`src/rtl/ci_integrator_driver.sv`:
```
// Initiator for the Nios II multicycle custom-instruction handshake: one transaction per
// sample (dataa = sample, datab = accumulator), result written back and streamed out.
// Optional macro CI_TIMEOUT_EN enables the WAIT-state abort timer and sticky timeout_err.
module ci_integrator_driver #(
  parameter int unsigned       DATA_W         = 32,
  parameter int unsigned       TIMEOUT_CYCLES = 64,
  parameter logic [DATA_W-1:0] ACC_INIT       = '0
) (
  input  logic              clk,
  input  logic              reset_n,
  input  logic              s_valid,
  output logic              s_ready,
  input  logic [DATA_W-1:0] s_data,
  output logic              ci_clk_en,
  output logic              ci_start,
  output logic [DATA_W-1:0] ci_dataa,
  output logic [DATA_W-1:0] ci_datab,
  input  logic              ci_done,
  input  logic [DATA_W-1:0] ci_result,
  output logic              r_valid,
  input  logic              r_ready,
  output logic [DATA_W-1:0] r_data,
  input  logic              clear,
  output logic              busy,
  output logic              timeout_err
);

  typedef enum logic [1:0] {
    ST_IDLE   = 2'd0,
    ST_ISSUE  = 2'd1,
    ST_WAIT   = 2'd2,
    ST_OUTPUT = 2'd3
  } state_t;

  if (TIMEOUT_CYCLES < 2) begin : g_bad_timeout
    $error("ci_integrator_driver: TIMEOUT_CYCLES must be >= 2");
  end

  state_t            state_q, state_d;
  logic [DATA_W-1:0] acc_q, acc_d;
  logic [DATA_W-1:0] dataa_q, dataa_d;
  logic [DATA_W-1:0] datab_q, datab_d;
  logic [DATA_W-1:0] rdata_q, rdata_d;
  logic              clr_pend_q, clr_pend_d;
  logic              s_ready_q, ci_start_q, ci_clk_en_q, r_valid_q, busy_q;
  logic              clr_now_s;
  logic              timeout_hit_s;

`ifdef CI_TIMEOUT_EN
  localparam int unsigned TMR_W = $clog2(TIMEOUT_CYCLES);

  logic [TMR_W-1:0] tmr_q, tmr_d;
  logic             tmo_err_q, tmo_err_d;

  // WAIT-state timer: cleared in ISSUE, aborts on the last allowed WAIT cycle.
  always_comb begin
    tmr_d         = tmr_q;
    timeout_hit_s = 1'b0;
    if (state_q == ST_ISSUE) begin
      tmr_d = '0;
    end else if ((state_q == ST_WAIT) && !ci_done) begin
      if (tmr_q == TMR_W'(TIMEOUT_CYCLES - 1)) begin
        timeout_hit_s = 1'b1;
      end else begin
        tmr_d = tmr_q + TMR_W'(1);
      end
    end else begin
      tmr_d = tmr_q;
    end
    tmo_err_d = tmo_err_q | timeout_hit_s;
  end

  always_ff @(posedge clk or negedge reset_n) begin
    if (!reset_n) begin
      tmr_q     <= '0;
      tmo_err_q <= 1'b0;
    end else begin
      tmr_q     <= tmr_d;
      tmo_err_q <= tmo_err_d;
    end
  end

  assign timeout_err = tmo_err_q;
`else
  assign timeout_hit_s = 1'b0;
  assign timeout_err   = 1'b0;
`endif

  // A clear seen this cycle or earlier wins over a same-cycle sample handshake in IDLE.
  assign clr_now_s = clr_pend_q | clear;

  // Next-state and datapath decode.
  always_comb begin
    state_d    = state_q;
    acc_d      = acc_q;
    dataa_d    = dataa_q;
    datab_d    = datab_q;
    rdata_d    = rdata_q;
    clr_pend_d = clr_pend_q | clear;
    case (state_q)
      ST_IDLE: begin
        if (clr_now_s) begin
          acc_d      = ACC_INIT;
          clr_pend_d = 1'b0;
        end else begin
          acc_d = acc_q;
        end
        if (s_valid && s_ready_q) begin
          dataa_d = s_data;
          datab_d = clr_now_s ? ACC_INIT : acc_q;
          state_d = ST_ISSUE;
        end else begin
          state_d = ST_IDLE;
        end
      end
      ST_ISSUE: begin
        state_d = ST_WAIT;
      end
      ST_WAIT: begin
        if (ci_done) begin
          acc_d   = ci_result;
          rdata_d = ci_result;
          state_d = ST_OUTPUT;
        end else if (timeout_hit_s) begin
          state_d = ST_IDLE;
        end else begin
          state_d = ST_WAIT;
        end
      end
      ST_OUTPUT: begin
        if (r_ready) begin
          state_d = ST_IDLE;
        end else begin
          state_d = ST_OUTPUT;
        end
      end
      default: begin
        state_d = ST_IDLE;
      end
    endcase
  end

  // State, datapath and output registers; outputs decoded from the next state.
  always_ff @(posedge clk or negedge reset_n) begin
    if (!reset_n) begin
      state_q     <= ST_IDLE;
      acc_q       <= ACC_INIT;
      dataa_q     <= '0;
      datab_q     <= '0;
      rdata_q     <= '0;
      clr_pend_q  <= 1'b0;
      s_ready_q   <= 1'b1;
      ci_start_q  <= 1'b0;
      ci_clk_en_q <= 1'b0;
      r_valid_q   <= 1'b0;
      busy_q      <= 1'b0;
    end else begin
      state_q     <= state_d;
      acc_q       <= acc_d;
      dataa_q     <= dataa_d;
      datab_q     <= datab_d;
      rdata_q     <= rdata_d;
      clr_pend_q  <= clr_pend_d;
      s_ready_q   <= (state_d == ST_IDLE);
      ci_start_q  <= (state_d == ST_ISSUE);
      ci_clk_en_q <= (state_d == ST_ISSUE) || (state_d == ST_WAIT);
      r_valid_q   <= (state_d == ST_OUTPUT);
      busy_q      <= (state_d != ST_IDLE);
    end
  end

  assign s_ready   = s_ready_q;
  assign ci_start  = ci_start_q;
  assign ci_clk_en = ci_clk_en_q;
  assign ci_dataa  = dataa_q;
  assign ci_datab  = datab_q;
  assign r_valid   = r_valid_q;
  assign r_data    = rdata_q;
  assign busy      = busy_q;

endmodule

```
`config.mk`:
```
export PLATFORM = sky130hd
export DESIGN_NAME = ci_integrator_driver
export DESIGN_NICKNAME = d
export VERILOG_FILES = /design/src/rtl/ci_integrator_driver.sv
export SDC_FILE = /design/constraint.sdc
export NUM_CORES = 1
export LEC_CHECK = 0
export ABC_CLOCK_PERIOD_IN_PS = 2540
export CORE_UTILIZATION = 50
export CTS_CLUSTER_DIAMETER = 200
export DETAILED_ROUTE_END_ITERATION = 8
export PLACE_DENSITY = 0.87
export SYNTH_ARGS = -nofsm -noshare
export SYNTH_HDL_FRONTEND = slang
export SYNTH_SLANG_ARGS = --single-unit
```
`constraint.sdc`:
```
create_clock -name clk -period 2.54 [get_ports clk]
set_input_delay 0.762 -clock clk [delete_from_list [all_inputs] [get_ports clk]]
set_output_delay 0.762 -clock clk [all_outputs]
set_load 0.03 [all_outputs]
```
==> results.tsv, run 1 <==
metric	value	unit
power.leakage	3.567	nW
drc	0	
post_synth_instance_area	5485	um2
clk_pin_slew_worst_paths	60	ps
layout.nets	660	
most-common-layout-cells	clkdlybuf4s50_1, dfrtp_1, nand2_1	
cts_buffers	17	
wirelength	13740	um
share_clk_of_total_power	0.252	
ff_to_ff_setup_slack	740	ps
setup_total_negative_slack	0	ps
final.period_utilization	0.9336	
antenna_found_initial	0	
postCtsResizedCells	1	
seq_area_frac_synth	0.6207	
detailroute.via_count	3955	
timing.critical_path.arrival	1610	ps
netlist-cell-type-count	25	
synth_largest_area_cell	dfrtp_1	
mappedNetlistNets	485	
drt_first_iter_violations	203	
ir_drop	0.0007145	V
critical_path.top_delay_family	buffers and inverters	
switching_share	0.3549	
die-width	106.7	um
cts_hold_buffers	0	
wl_per_cell	18.70	um
ys_ff_latch	136	
cellPowerDensity	1376	nW/um2
unrepaired_setup_endpoints_after_global_routing	no	
cp_max_fo	2	
core.rowCount	37	
power.sequential.fraction	0.330	
final_layout_size_suffix_gt1_frac	0.1937	
worstPathBufferInverterCount	1	
synth-warning-count	0	
total_routing_usage_gr	0.2545	
port_buffer_count	170	
slew_violations	0	
max-clock-path-buffers	2	
final-setup-viol-count	0	
maximum_number_of_pins_on_one_net_before_global_route_repair	57	
start_util	0.5243	
clk_root_buffer_cell	clkbuf_8	
grt_first_pass_wirelength	21860	um
die_area	11390	um2
layout_filler_cell_count	661	
worst_skew_pair.late_latency	520	ps
cts_setup_buffers	0	
drv.max_cap_violation_count	0	
drt_pass1_iterations	4	
htree_num_levels	4	
worstSetupStartpointType	flip-flop	
capture_instance_of_the_worst_register_to_register_path	acc_q[19]$_DFFE_PN0P_	
cp_max_delay_cell	clkdlybuf4s50_1	
avgViaCountPerCell	5.381	
clock.fmax	421.7	MHz
n_antenna_cell	0	
max-slew-margin-rel	0.3585	
detail-route-antenna-nets	0	
boundaryPins	172	
postSynthCellCount	411	
final_hold_viol_count	0	
combinationalPowerShare	0.417	
setup.worst_path.end_class	output port	
synth_area_per_cell	13.35	um2
area_growth_syn_to_layout	45.96	%
grt_pass1_vias	4154	
rr_startpoint	state_q[1]$_DFF_PN0_	
min_path_type	primary input to async pin	
routability_congestion_estimate	0.7608	
layout.cells.most_common	clkdlybuf4s50_1	
finClkSkew	5.587	ps
worst-slew-pin-transition	957.9	ps
worst_ep_required_time	1780	ps
crit_chain	clkdlybuf4s50_1	
setup.worst_path.class	flip-flop to output port	
post-synth-top-area-fraction	0.6159	
die_height	106.7	um
synth.top_cells.by_area	dfrtp_1, mux2_4, mux2_2	
cp_slowest_stage_delay	720	ps
run_status	complete, no violations	
net-switching-power	0.003911	W
count_of_clock_tree_sinks	136	
grt_remaining_overflow	0	
clock_tree_from_tritoncts	built	
power.total	0.01102	W
core-area	10460	um2
hpwlAfterDp	8970	um
period_needed	2371	ps
internal-power	0.007108	W
ff2ff_path_depth	3	
[layer usage]
| metal | vias to the layer above | track usage | wire [um] |
|---|---|---|---|
| met5 | - | 0 | 0 |
| met4 | 0 | 0.1125 | 365 |
| met3 | 30 | 0.06687 | 751 |
| met2 | 148 | 0.4258 | 7215 |
| met1 | 1997 | 0.3104 | 5410 |
| li1 | 1780 | - | - |
[flip-flops by register name, indices dropped and copies added (netlist names)]
name	cells
acc_q	32
ci_dataa	32
ci_datab	32
r_data	32
state_q	2
busy	1
ci_clk_en	1
ci_start	1
clr_pend_q	1
r_valid	1
s_ready	1
[stage by stage]
stage / setup WS [ps] / cell area, um2 / hold slack, ps / util / instances
finish: 168.7 / 8006 / 193.9 / 0.7652 / 735
global route: 116.8 / 8006 / 214.7 / 0.7652 / 735
CTS: 135.0 / 8006 / 196.9 / 0.7652 / 735
detailed placement: 88.89 / 7341 / 471.3 / 0.7016 / 703
global placement: 149.6 / 7341 / 461.8 / 0.7016 / 703
floorplan: 823.2 / 5485 / 466.4 / - / 411
[worst reg2reg max path, cell delays in order (launching register included)]
cell,delay (ps)
dfrtp_1,490
nor2b_2,830
and2_1,260
a221o_1,150
[Yosys cell counts]
library cell,count
dfrtp_1,135
nand2_1,65
mux2_2,35
o21ai_0,34
a221o_1,32
and2_1,32
mux2_4,29
clkbuf_1,12
buf_2,10
ha_1,4
nor2_1,4
buf_12,3
inv_1,3
buf_4,2
a21o_1,1
buf_6,1
conb_1,1
dfstp_2,1
nand2_2,1
nand2b_1,1
nand3_1,1
nand4bb_1,1
nor2_2,1
nor2b_1,1
or2_1,1
[power by group through the flow]
stage	clock network, W	logic (W)	registers (W)
floorplan	0	0.00153	0.00482
global placement	0	0.00448	0.00358
detailed placement	0	0.00459	0.00364
CTS	0.00282	0.00465	0.00364
global route	0.00292	0.00485	0.00374
finish	0.00278	0.00460	0.00364
[final cells by class]
| type | instances | area, um2 | share of cell area |
|---|---|---|---|
| Timing Repair Buffer | 184 | 1844 | 0.2303 |
| Multi-Input combinational cell | 244 | 1909 | 0.2385 |
| Clock buffer | 21 | 449.2 | 0.05610 |
| Sequential cell | 136 | 3405 | 0.4252 |
| Clock inverter | 11 | 217.7 | 0.02719 |
| Tap cell | 136 | 170.2 | 0.02125 |
| Inverter | 3 | 11.26 | 0.001406 |
[kinds of logic after synthesis]
| family | after synthesis | synth area share |
|---|---|---|
| DFF | 136 | 0.6207 |
| muxes | 64 | 0.1512 |
| and+or+nand+nor | 108 | 0.09238 |
| AOI/OAI and AO/OA | 67 | 0.09079 |
| other | 1 | 0.0006837 |
| buffers and inverters | 31 | 0.03513 |
| adders and majority gates | 4 | 0.009124 |
[how the worst max path moves through the flow]
stage	startpoint	end	depth (start not counted)
2_1_floorplan	ci_done	ci_clk_en$_DFF_PN0_	5
3_3_place_gp	ci_done	acc_q[17]$_DFFE_PN0P_	4
3_5_place_dp	ci_done	acc_q[4]$_DFFE_PN0P_	4
4_1_cts	ci_dataa[7]$_DFFE_PN0P_	ci_dataa[7]	1
5_1_grt	ci_dataa[7]$_DFFE_PN0P_	ci_dataa[7]	1
6_report	ci_dataa[7]$_DFFE_PN0P_	ci_dataa[7]	1
Power figures use the tool's default switching activity.
==> inputs of run 2 (changes only) <==
--- a/config.mk
+++ b/config.mk
@@ -5,11 +5,11 @@
 export SDC_FILE = /design/constraint.sdc
 export NUM_CORES = 1
 export LEC_CHECK = 0
-export ABC_CLOCK_PERIOD_IN_PS = 2540
-export CORE_UTILIZATION = 50
+export ABC_CLOCK_PERIOD_IN_PS = 2700
+export CORE_UTILIZATION = 46
 export CTS_CLUSTER_DIAMETER = 200
 export DETAILED_ROUTE_END_ITERATION = 8
-export PLACE_DENSITY = 0.87
+export PLACE_DENSITY = 0.81
 export SYNTH_ARGS = -nofsm -noshare
 export SYNTH_HDL_FRONTEND = slang
 export SYNTH_SLANG_ARGS = --single-unit
==> constraint.sdc (replaced) <==
create_clock -name clk -period 2.7 [get_ports clk]
set_input_delay 0.81 -clock clk [delete_from_list [all_inputs] [get_ports clk]]
set_output_delay 0.81 -clock clk [all_outputs]
set_load 0.03 [all_outputs]
==> results.tsv, run 2 (synthesis results as in run 1) <==
metric	value	unit	change
post_dp_cell_area	7342	um2	was 7341 um2
routability_congestion_estimate	0.7303		was 0.7608
start_util	0.4763		was 0.5243
area_growth_syn_to_layout	44.11	%	was 45.96%
port_buffer_count	170		unchanged
drc	24		was 0
ir_drop	0.0006070	V	was 0.0007145 V
cts_hold_buffers	0		unchanged
htree_num_levels	4		unchanged
use_met2	0.3596		was 0.4258
die_height	111.2	um	was 106.7 um
layout.cells.most_common	clkdlybuf4s50_1		unchanged
grt_pass1_vias	3953		was 4154
die-width	111.2	um	was 106.7 um
final-setup-viol-count	0		unchanged
drt_first_iter_violations	238		was 203
violations_in_the_final_reports	design-rule violations		
drt_pass1_iterations	7		was 4
clock_tree_from_tritoncts	built		unchanged
grt_remaining_overflow	0		unchanged
switching_share	0.3598		was 0.3549
pre_cts_ws	176.9	ps	was 88.89 ps
antenna_found_initial	0		unchanged
cellPowerDensity	1252	nW/um2	was 1376 nW/um2
max-clock-path-buffers	2		unchanged
worst_skew_pair.late_latency	410	ps	was 520 ps
cp_slowest_stage_delay	690	ps	was 720 ps
final_area	7905	um2	was 8006 um2
die_area	12370	um2	was 11390 um2
finClkSkew	3.916	ps	was 5.587 ps
clk_root_buffer_cell	clkbuf_16		was clkbuf_8
boundaryPins	172		unchanged
slew_violations	0		unchanged
count_of_clock_tree_sinks	136		unchanged
combinationalPowerShare	0.433		was 0.417
core-area	11520	um2	was 10460 um2
final_worst_setup_slack	236.6	ps	was 168.7 ps
run_status	finished, violations left		was complete, no violations
setup_total_negative_slack	0	ps	unchanged
final_layout_size_suffix_gt1_frac	0.1869		was 0.1937
timing.critical_path.arrival	1650	ps	was 1610 ps
worst-slew-pin-transition	1033	ps	was 957.9 ps
internal-power	0.006335	W	was 0.007108 W
setup.worst_path.class	flip-flop to output port		unchanged
cts_setup_buffers	0		unchanged
detail-route-antenna-nets	0		unchanged
maximum_number_of_pins_on_one_net_before_global_route_repair	60		was 57
power.leakage	3.508	nW	was 3.567 nW
max-slew-margin-rel	0.3083		was 0.3585
share_clk_of_total_power	0.222		was 0.252
critical_path.top_delay_family	buffers and inverters		unchanged
total_routing_usage_gr	0.2201		was 0.2545
min_path_type	primary input to async pin		unchanged
wirelength	12630	um	was 13740 um
hpwlAfterDp	8638	um	was 8970 um
grt_first_pass_wirelength	20700	um	was 21860 um
drv.max_cap_violation_count	0		unchanged
unrepaired_setup_endpoints_after_global_routing	no		unchanged
worstPathBufferInverterCount	1		unchanged
busiest_layer	met2		unchanged
cp_max_fo	2		unchanged
grtUsageMet1	0.2705		was 0.3104
cts_buffers	17		unchanged
period_needed	2463	ps	
avgViaCountPerCell	5.163		was 5.381
clk_pin_slew_worst_paths	50	ps	was 60 ps
core.rowCount	39		was 37
worstSetupStartpointType	flip-flop		unchanged
final.period_utilization	0.9124		
net-switching-power	0.003560	W	was 0.003911 W
layout_filler_cell_count	841		was 661
n_antenna_cell	0		unchanged
cp_max_delay_cell	clkdlybuf4s50_1		unchanged
power.sequential.fraction	0.344		was 0.330
detailroute.via_count	3805		was 3955
clock.fmax	405.9	MHz	
setup.worst_path.end_class	output port		unchanged
postCtsResizedCells	0		was 1
wl_per_cell	17.13	um	was 18.70 um
final_hold_viol_count	0		unchanged
most-common-layout-cells	clkdlybuf4s50_1, dfrtp_1, nand2_1		unchanged
worst_ep_required_time	1890	ps	was 1780 ps
use_met3	0.06506		was 0.06687
crit_chain	clkdlybuf4s50_1		unchanged
layout.nets	656		was 660
==> run 2: worst reg2reg max path, stage by stage, from the launching register on <==
cell and delay [ps]:
dfrtp_1 520, nor2b_2 900, and2_1 260, a221o_1 120
==> run 2: area by class of cell <==
class / count / area [um2] / share of cell area
sequential: 136 / 3405 / 0.4307
multi-input combinational: 244 / 1919 / 0.2428
timing repair buffer: 180 / 1828 / 0.2312
clock buffer: 21 / 460.4 / 0.05825
tap: 143 / 178.9 / 0.02263
clock inverter: 10 / 102.6 / 0.01298
inverter: 3 / 11.26 / 0.001425
==> run 2: metal layers <==
| layer | share of wire | up-vias |
|---|---|---|
| met5 | 0 | - |
| met3 | 0.054 | 12 |
| met4 | 0.015 | 0 |
| li1 | - | 1769 |
| met2 | 0.51 | 105 |
| met1 | 0.42 | 1919 |
==> run 2: worst paths after layout <==
kind                                     startpoint  slack (ps)                       end  depth (start not counted)
max reg2reg                    state_q[1]$_DFF_PN0_         840      acc_q[6]$_DFFE_PN0P_                          3
min reg2reg                ci_datab[13]$_DFFE_PN0P_         480  ci_datab[13]$_DFFE_PN0P_                          2
min                                         reset_n         370    r_data[13]$_DFFE_PN0P_                          1
max                               s_ready$_DFF_PN1_         240                   s_ready                          1
max in group asynchronous                   reset_n        1660   ci_datab[4]$_DFFE_PN0P_                          2
min in group clk           ci_datab[13]$_DFFE_PN0P_         480  ci_datab[13]$_DFFE_PN0P_                          2
==> run 2: power by group through the flow <==
stage,clock network [W],registers [W],logic (W)
3_5_place_dp,0,0.00342,0.00432
2_1_floorplan,0,0.00453,0.00144
6_report,0.00220,0.00341,0.00429
5_1_grt,0.00233,0.00351,0.00453
3_3_place_gp,0,0.00338,0.00423
4_1_cts,0.00225,0.00341,0.00434
==> run 2: per-stage QoR <==
stage,hold WS [ps],util,instances,total power [W]
final,368.9,0.6864,737,0.009895
after global placement,464.3,0.6375,706,0.007610
after floorplan,492.0,-,411,0.005969
after CTS,379.8,0.6864,737,0.009999
after global routing,399.6,0.6864,737,0.01038
after detailed placement,472.4,0.6375,706,0.007741
==> inputs of run 3 (changes only) <==
--- a/config.mk
+++ b/config.mk
@@ -7,7 +7,6 @@
 export LEC_CHECK = 0
 export ABC_CLOCK_PERIOD_IN_PS = 2700
 export CORE_UTILIZATION = 46
-export CTS_CLUSTER_DIAMETER = 200
 export DETAILED_ROUTE_END_ITERATION = 8
 export PLACE_DENSITY = 0.81
 export SYNTH_ARGS = -nofsm -noshare
==> results of run 3 <==
No change in the layout: final DEF, timing and power equal those of run 2.
